$ cat src/rtl/ks_sub_pipe_16b.sv
// Pipelined 16-bit Kogge-Stone subtractor D = X - Y, evaluated as X + ~Y + 1; 3-cycle latency.
// Optional macro KS_SUB_SATURATE_EN clamps negative results to zero.
module ks_sub_pipe_16b #(
   parameter int WIDTH     = 16,
   parameter bit ZERO_FLAG = 1'b1
) (
   input  logic             clk,
   input  logic             rst,
   input  logic             in_valid,
   output logic             in_ready,
   input  logic [WIDTH-1:0] X,
   input  logic [WIDTH-1:0] Y,
   output logic             out_valid,
   input  logic             out_ready,
   output logic [WIDTH-1:0] D,
   output logic             out_borrow,
   output logic             out_zero
);

   logic             adv;
   logic [WIDTH-1:0] p0, g0;
   logic [WIDTH-1:0] p1, g1;
   logic [WIDTH-1:0] ga, pa, gb, pb;
   logic [WIDTH-1:0] p2, g2, p0_2;
   logic [WIDTH-1:0] gc, pc, gd;
   logic [WIDTH-1:0] d_raw, d_next;
   logic             v1, v2;
   logic             borrow_next, zero_next;

   assign adv      = !out_valid | out_ready;
   assign in_ready = adv;

   // Carry-in of 1 folded into bit 0 so the prefix tree needs no separate cin.
   always_comb begin
      p0    = X ^ ~Y;
      g0    = X & ~Y;
      g0[0] = g0[0] | p0[0];
   end

   always_ff @(posedge clk or posedge rst) begin
      if (rst) begin
         v1 <= 1'b0;
         p1 <= '0;
         g1 <= '0;
      end else if (adv) begin
         v1 <= in_valid;
         p1 <= p0;
         g1 <= g0;
      end
   end

   always_comb begin
      ga = g1;
      pa = p1;
      for (int unsigned i = 1; i < WIDTH; i++) begin
         ga[i] = g1[i] | (g1[i-1] & p1[i]);
         pa[i] = p1[i] & p1[i-1];
      end
   end

   always_comb begin
      gb = ga;
      pb = pa;
      for (int unsigned i = 2; i < WIDTH; i++) begin
         gb[i] = ga[i] | (ga[i-2] & pa[i]);
         pb[i] = pa[i] & pa[i-2];
      end
   end

   always_ff @(posedge clk or posedge rst) begin
      if (rst) begin
         v2   <= 1'b0;
         g2   <= '0;
         p2   <= '0;
         p0_2 <= '0;
      end else if (adv) begin
         v2   <= v1;
         g2   <= gb;
         p2   <= pb;
         p0_2 <= p1;
      end
   end

   always_comb begin
      gc = g2;
      pc = p2;
      for (int unsigned i = 4; i < WIDTH; i++) begin
         gc[i] = g2[i] | (g2[i-4] & p2[i]);
         pc[i] = p2[i] & p2[i-4];
      end
   end

   // Last level only needs generate; group propagate is no longer consumed.
   always_comb begin
      gd = gc;
      for (int unsigned i = 8; i < WIDTH; i++) begin
         gd[i] = gc[i] | (gc[i-8] & pc[i]);
      end
   end

   always_comb begin
      d_raw[0] = ~p0_2[0];
      for (int unsigned i = 1; i < WIDTH; i++) begin
         d_raw[i] = p0_2[i] ^ gd[i-1];
      end
      borrow_next = ~gd[WIDTH-1];
`ifdef KS_SUB_SATURATE_EN
      d_next = borrow_next ? '0 : d_raw;
`else
      d_next = d_raw;
`endif
      zero_next = ZERO_FLAG ? (d_next == '0) : 1'b0;
   end

   always_ff @(posedge clk or posedge rst) begin
      if (rst) begin
         out_valid  <= 1'b0;
         D          <= '0;
         out_borrow <= 1'b0;
         out_zero   <= 1'b0;
      end else if (adv) begin
         out_valid  <= v2;
         D          <= d_next;
         out_borrow <= borrow_next;
         out_zero   <= zero_next;
      end
   end

endmodule

$ cat config.mk
export PLATFORM = sky130hd
export DESIGN_NAME = ks_sub_pipe_16b
export DESIGN_NICKNAME = d
export VERILOG_FILES = /design/src/rtl/ks_sub_pipe_16b.sv
export SDC_FILE = /design/constraint.sdc
export NUM_CORES = 1
export LEC_CHECK = 0
export BUFFER_PORTS_ARGS = -buffer_cell sky130_fd_sc_hd__clkbuf_2
export CORE_MARGIN = 2
export CORE_UTILIZATION = 55
export DETAILED_ROUTE_END_ITERATION = 8
export PLACE_DENSITY_LB_ADDON = 0.15
export SLEW_MARGIN = 20
export SYNTH_ARGS = -nofsm -noshare
export SYNTH_HDL_FRONTEND = slang
export SYNTH_SLANG_ARGS = --single-unit
$ cat constraint.sdc
create_clock -name clk -period 5.8 [get_ports clk]
set_input_delay 0.58 -clock clk [delete_from_list [all_inputs] [get_ports clk]]
set_output_delay 0.58 -clock clk [all_outputs]
set_load 0.03 [all_outputs]
**Yosys cells after proc, flatten, opt, wreduce, memory -nomap -nowiden**

Index checks and enable logic that the tools add are counted.
W data, S select, Z words.

- Bits in registers: 101
- Output and inout port bits: 20

- Bitwise logic cells: 157
- Reduce and logical (&&, ||, !) cells: 2

Operators with widths:

| kind | count |
|---|---|
| $and A1 B1 Y1 | 86 |
| $or A1 B1 Y1 | 51 |
| $and A16 B16 Y16 | 1 |
| $logic_not A16 Y1 | 1 |
| $not A16 Y16 | 1 |
| $xor A16 B16 Y16 | 1 |
| $xor A1 B1 Y1 | 15 |
| $not A1 Y1 | 2 |
| $logic_not A1 Y1 | 1 |

**Longest topological paths before layout**

Gate-level depths: netlist (run 1).

- Depth in word-level cells: 6
- Gate-level depth with buffers: 6

**Least setup slack after synthesis (run 1)**

Ideal clock, no wire load.

- Path type: reg-to-output
- From: register out_valid
- To: output in_ready
- Data arrival time: 1.432 ns
- Path slack: 3.788 ns
- Stages on the path, launching flop included: 5
- Cell sequence: dfrtp_1 -> nor2b_1 -> inv_2 -> buf_2 -> buf_1

- Word-level cells in the longest chain between the ends: 2

RTL lines:

| item | RTL line | text |
|---|---|---|
| start: declaration | 13 | `output logic out_valid,` |
| start signal: assignment | 122 | `out_valid <= v2;` |
| $logic_not A1 Y1 | 30 | `assign adv = !out_valid \| out_ready;` |
| $or A1 B1 Y1 | 30 |  |
| end: declaration | 10 | `output logic in_ready,` |

Every way passes these cells.

**Worst setup path in the final report (run 1)**

Ends and elaborated chain as after synthesis.

==> results of run 1 <==
per-stage QoR:
step / worst slack (ps) / util, %
2_1_floorplan: 2690 / -
3_3_place_gp: 3610 / 61.7
3_5_place_dp: 3570 / 61.7
4_1_cts: 3740 / 64.4
5_1_grt: 3610 / 64.4
6_report: 3760 / 64.4
sequential cells by signal, indices dropped and copies added (netlist names):
| signal | flops |
|---|---|
| v1 | 1 |
| g2 | 16 |
| p0_2 | 15 |
| out_borrow | 1 |
| g1 | 16 |
| out_valid | 1 |
| p2 | 13 |
| v2 | 1 |
| D | 16 |
| out_zero | 1 |
| p1 | 16 |
cells by family (layout without fill, tap and decap cells):
family          after synthesis  in the layout  share of synthesized area, %
xor+xnor                      9              9                          1.79
fa+ha+maj                    16             16                          4.54
simple gates                221            221                          20.1
compound gates              102            102                          14.7
buf+inv                      43             97                          3.83
flops                        97             97                          55.1
worst max-delay path by stage:
stage | from | endpoint | slack (ps) | depth (start not counted)
after detailed placement | out_ready | p2[14]$_DFFE_PP0P_ | 3570 | 6
after floorplan | rst | D[0]$_DFFE_PP0P_ | 2690 | 1
after CTS | out_valid$_DFFE_PP0P_ | in_ready | 3740 | 4
final | out_valid$_DFFE_PP0P_ | in_ready | 3760 | 4
after global placement | out_ready | p2[14]$_DFFE_PP0P_ | 3610 | 6
after global routing | out_valid$_DFFE_PP0P_ | g2[10]$_DFFE_PP0P_ | 3610 | 6
routing by layer:
layer / wire, µm / share of wire (%)
met4: 125 / 1.4
met2: 3840 / 44
met3: 382 / 4.4
met5: 0 / 0
met1: 4360 / 50
cell type report:
| class | count | area, µm² | area share [%] |
|---|---|---|---|
| flip-flops and latches | 97 | 2430 | 48.8 |
| multi-input cells | 348 | 1820 | 36.6 |
| repair buffers | 59 | 305 | 6.13 |
| clock buffers | 12 | 145 | 2.92 |
| well taps | 102 | 128 | 2.56 |
| inverters | 23 | 87.6 | 1.76 |
| clock inverters | 3 | 65.1 | 1.31 |
synth_stat cells:
library cell  number
a32o_1             3
nand4_1            4
or3_1              1
and3_1             2
a21bo_1            2
nor4_1             1
xnor2_1            7
dfrtp_1           97
nor2_1            18
nand2_1          178
nor2b_1            1
a21o_2             1
a211oi_2           1
a21boi_0           2
and4_1             1
xor2_1             2
nand3b_1           1
a21oi_1           32
o21ai_0           18
nand2b_1           1
o22ai_1            2
o21a_1             5
buf_2              6
inv_1             22
a31oi_1            1
buf_1              5
ha_1              16
a21o_1            10
o31ai_1            6
nand3_1            9
clkbuf_1           9
o21bai_1           3
and2_1             3
inv_2              1
nand2_2            1
a31o_1             1
o211ai_1           6
a21boi_2           1
o21ai_1            5
a211oi_1           3
report_power, final:
| part | switching [µW] | internal (µW) |
|---|---|---|
| clock network | 219 | 252 |
| logic | 482 | 270 |
| registers | 192 | 892 |
==> run_results.csv, run 1 <==
group,metric,value,unit
die,dieWidth,93.5,µm
timing,skew,10.0,ps
detailed_routing,drt_pass1_iterations,4,
detailed_routing,vias,3400,
timing,setup-tns-final,0,ps
detailed_routing,first_iter_violations,265,
detailed_routing,drc,0,
power,power_density,464,nW/µm²
clock_tree,insertion_delay,360,ps
global_route,grt-ovfl-total,0,
clock_tree,postCtsSetupBuffers,0,
die,fp.dieArea,8750,µm²
timing,final-hold-violation-count,0,
detailed_routing,antenna_left,0,
critical_path,reg2reg_to,"g2[10]$_DFFE_PP0P_",
yosys,postSynthAreaPerCell,9.03,µm²
yosys,synth_area_leaders,"dfrtp_1, nand2_1, ha_1, a21oi_1, o21ai_0",
timing,setup_viol,0,
critical_path,regToRegSetupSlack,3800,ps
yosys,ys_seq_elements,97,
timing,finalCritPeriodShare,35.2,%
die,start_util,57.0,%
global_route,grt_use_met1,34.3,%
final_layout,fillers,700,
global_route,grt_max_degree,89,
yosys,syn_inst,488,
global_route,antenna_found_initial,0,
detailed_routing,wire_per_inst,13.5,µm
critical_path,cpPeakStageDelay,360,ps
final_layout,area.growth.synth_to_final,12.9,%
die,core_region_area,7730,µm²
placed_design,post-dp-hpwl,6040,µm
critical_path,cp_num_buf_inv,3,
critical_path,worst-r2r-cell-count,6,
detailed_routing,wl,8710,µm
placed_design,gp_congestion,0.832,
timing,max_freq,0.489,GHz
run,cap_violations,0,
clock_tree,hold_buffers,0,
final_layout,finalNetCount,590,
critical_path,critical_path.cell_chain,"nor2b_4, buf_4, inv_2, clkbuf_2",
timing,finalMaxSlewViolations,0,
power,vdd_drop_max,217,µV
min_path,hp-class,"primary input to async pin",
timing,tightestPinTransition,835,ps
final_layout,layout_common_cells,"nand2_1, dfrtp_1, clkbuf_2",
global_route,grt_first_pass_wirelength,15400,µm
yosys,syn_nets,540,
critical_path,endpoint_kind,"output pin",
timing,hold_ws,222,ps
yosys,synthesis.area,4410,µm²
global_route,grt.met2_usage,32.7,%
placed_design,port_buffers,55,
power,p_leak,0.00257,µW
timing,rsz0062_at_grt,"false",
yosys,yosysWarnings,0,
critical_path,slowest_stage,"dfrtp_1",
timing,finalCriticalPeriod,2040,ps
critical_path,critical_path_class,"flip-flop to output pin",
placed_design,post_dp_cell_area,4770,µm²
detailed_routing,vias_per_cell,5.28,
die,ioPinCount,56,
yosys,synth_top_area_share,55.1,%
clock_tree,clkTransAtPathRegs,90,ps
yosys,synth_seq_area_share,55.1,%
critical_path,crit_required,5220,ps
global_route,grt_pass1_vias,3238,
clock_tree,cts_tree,"done",
final_layout,layout_commonest_cell,"nand2_1",
final_layout,antenna_cells,0,
critical_path,start_kind,"flip-flop",
yosys,ys_types,40,
final_layout,drive_above_1_share,14.6,%
critical_path,arrival,1460,ps
status,outcome,"complete, no violations",
clock_tree,htree_levels,3,
yosys,yosysTopAreaCell,"dfrtp_1",
clock_tree,clock-sinks,97,
global_route,top_usage_layer,"met1",
critical_path,crit_path_max_fanout,40,
clock_tree,cts_root_buf,"clkbuf_8",
clock_tree,cts_made_buffers,9,
clock_tree,clockBufferDepth,2,
timing,max_slew_margin,44.3,%
final_layout,stdcell_count,644,
placed_design,place_inst,629,
die,rows,32,
final_layout,stdcell_area,4980,µm²
global_route,met3_usage,3.71,%
clock_tree,cts_resized,0,
power,fin_total_pwr,2310,µW
critical_path,critPathTopFamily,"buffers and inverters",
critical_path,r2r_start,"out_valid$_DFFE_PP0P_",
global_route,grt.total_usage,22.7,%
die,die_h,93.5,µm
(Power assumes the default switching activity.)
==> inputs of run 2 (changes only) <==
Settings changed: CORE_UTILIZATION 55 to 52.
Clock period 5.8 ns to 1.66 ns, I/O delays scaled along.
==> run 2 against run 1 <==
  * Global-route usage grew 0.066 points
  * Die area is 5.5% higher
  * Largest cell class unchanged
  * Non-clock buffer count is 11 higher
  * Total power increased to 3.5 times the previous value
  * Routed wire length grew 7.9%
  * Sequential power grew to 3.5 times the previous value
  * Worst hold slack worse by 130 ps
  * Flip-flop and latch count unchanged
==> run_results.csv, run 2 (synthesized netlist as in run 1, its figures left out) <==
group,metric,value,unit
status,outcome,"complete, no violations",
detailed_routing,drc,0,
detailed_routing,wl,9400,µm
timing,finalCriticalPeriod,1560,ps
timing,hold_ws,91.6,ps
critical_path,setup.worst_path.start,"out_valid$_DFFE_PP0P_",
die,core_region_area,8220,µm²
power,power_density,1590,nW/µm²
detailed_routing,antenna_left,0,
placed_design,post-dp-hpwl,6710,µm
detailed_routing,wire_per_inst,14.3,µm
timing,setup_viol,0,
run,cap_violations,0,
clock_tree,cts_made_buffers,9,
critical_path,regToRegSetupSlack,100,ps
timing,finalMaxSlewViolations,0,
final_layout,layout_commonest_cell,"nand2_1",
clock_tree,clockBufferDepth,2,
die,die_h,96.1,µm
clock_tree,clkTransAtPathRegs,100,ps
clock_tree,insertion_delay,360,ps
clock_tree,htree_levels,3,
critical_path,cp-endpoint,"out_zero$_DFFE_PP0P_",
final_layout,stdcell_count,659,
critical_path,start_kind,"flip-flop",
timing,setup-tns-final,0,ps
critical_path,critical_path_class,"flip-flop to flip-flop",
critical_path,worst-r2r-cell-count,6,
min_path,holdPathStages,3,
critical_path,r2r_start,"out_valid$_DFFE_PP0P_",
power,p_leak,0.00263,µW
global_route,antenna_found_initial,0,
timing,max_freq,0.643,GHz
die,fp.dieArea,9230,µm²
critical_path,endpoint_kind,"flip-flop",
timing,rsz0062_at_grt,"false",
critical_path,crit_required,1960,ps
min_path,hp-class,"primary input to flip-flop",
die,dieWidth,96.1,µm
global_route,grt_pass1_vias,3344,
global_route,grt-ovfl-total,0,
global_route,grt_first_pass_wirelength,16200,µm
timing,skew,7.55,ps
final_layout,area.growth.synth_to_final,16.0,%
critical_path,reg2reg_to,"out_zero$_DFFE_PP0P_",
clock_tree,clock-sinks,97,
die,rows,33,
critical_path,arrival,1850,ps
timing,final-hold-violation-count,0,
detailed_routing,vias_per_cell,5.29,
detailed_routing,vias,3488,
final_layout,drive_above_1_share,17.3,%
final_layout,finalNetCount,601,
global_route,grt_max_degree,98,
final_layout,finalCoreUtilization,62.2,%
detailed_routing,drt_pass1_iterations,4,
placed_design,gp_congestion,0.803,
timing,worst_slack,104,ps
clock_tree,cts_tree,"done",
placed_design,place_inst,640,
timing,tightestPinTransition,495,ps
detailed_routing,first_iter_violations,219,
global_route,grt.total_usage,22.7,%
placed_design,pre_cts_slack,66.0,ps
placed_design,port_buffers,55,
power,vdd_drop_max,597,µV
final_layout,layout_common_cells,"nand2_1, dfrtp_1, clkbuf_2",
timing,max_slew_margin,67.0,%
timing,finalCritPeriodShare,93.8,%
final_layout,antenna_cells,0,
critical_path,crit_path_max_fanout,7,
die,start_util,53.6,%
clock_tree,cts_root_buf,"clkbuf_8",
die,ioPinCount,56,
[run 2: cell types whose count changed in the layout (fill, tap and decap cells not counted), sizes merged]
cell and delta:
bufinv -2, dlygate4sd3 +2, inv +3, clkbuf -2
buf +9, clkinvlp +2
[run 2: area by class of cell]
type                    count  area, µm²
fillers                   715       3100
flip-flops and latches     97       2430
multi-input cells         348       1840
repair buffers             70        433
clock buffers              10        138
well taps                 105        131
inverters                  23       92.6
clock inverters             6       50.0
[run 2: worst min path at each step]
stage | start | end
floorplan | in_valid | v1$_DFFE_PP0P_
global placement | rst | D[1]$_DFFE_PP0P_
detailed placement | rst | D[5]$_DFFE_PP0P_
CTS | Y[0] | g1[0]$_DFFE_PP0P_
global route | Y[0] | g1[0]$_DFFE_PP0P_
finish | Y[0] | g1[0]$_DFFE_PP0P_
[run 2: metrics by stage]
stage                     power [µW]  cell area, µm²
after global routing            8720            5110
after floorplan                 5680            4410
final                           8110            5110
after global placement          6540            4860
after CTS                       8120            5080
after detailed placement        6630            4860
[run 2: power by group]
| part | internal, µW | total [µW] | switching (µW) |
|---|---|---|---|
| registers | 3120 | 3800 | 680 |
| clock network | 608 | 1470 | 859 |
| logic | 1070 | 2850 | 1780 |
[run 2: critical path, stage by stage (launching register included)]
cell	delay [ps]
dfrtp_1	380
nor2b_4	140
buf_4	170
nor2_1	220
nand4_1	110
nor4_1	280
a31o_1	190
[run 2: repair_timing]
item / CTS / global route
resized for setup: 2 / 8
endpoints found under the hold margin: 98 / 0
setup endpoints to repair: 1 / 2
pin swaps: 0 / 2
setup buffers: 1 / 0
hold buffers: 2 / 0
[run 2: routing by layer]
layer  share of wire [%]  vias to the layer above  global-route usage [%]
li1                    -                     1738                       -
met1                  50                     1670                    34.7
met2                  45                       70                    33.4
met3                 4.2                       10                    3.37
met4                 1.4                        0                    7.14
met5                   0                        -                       0
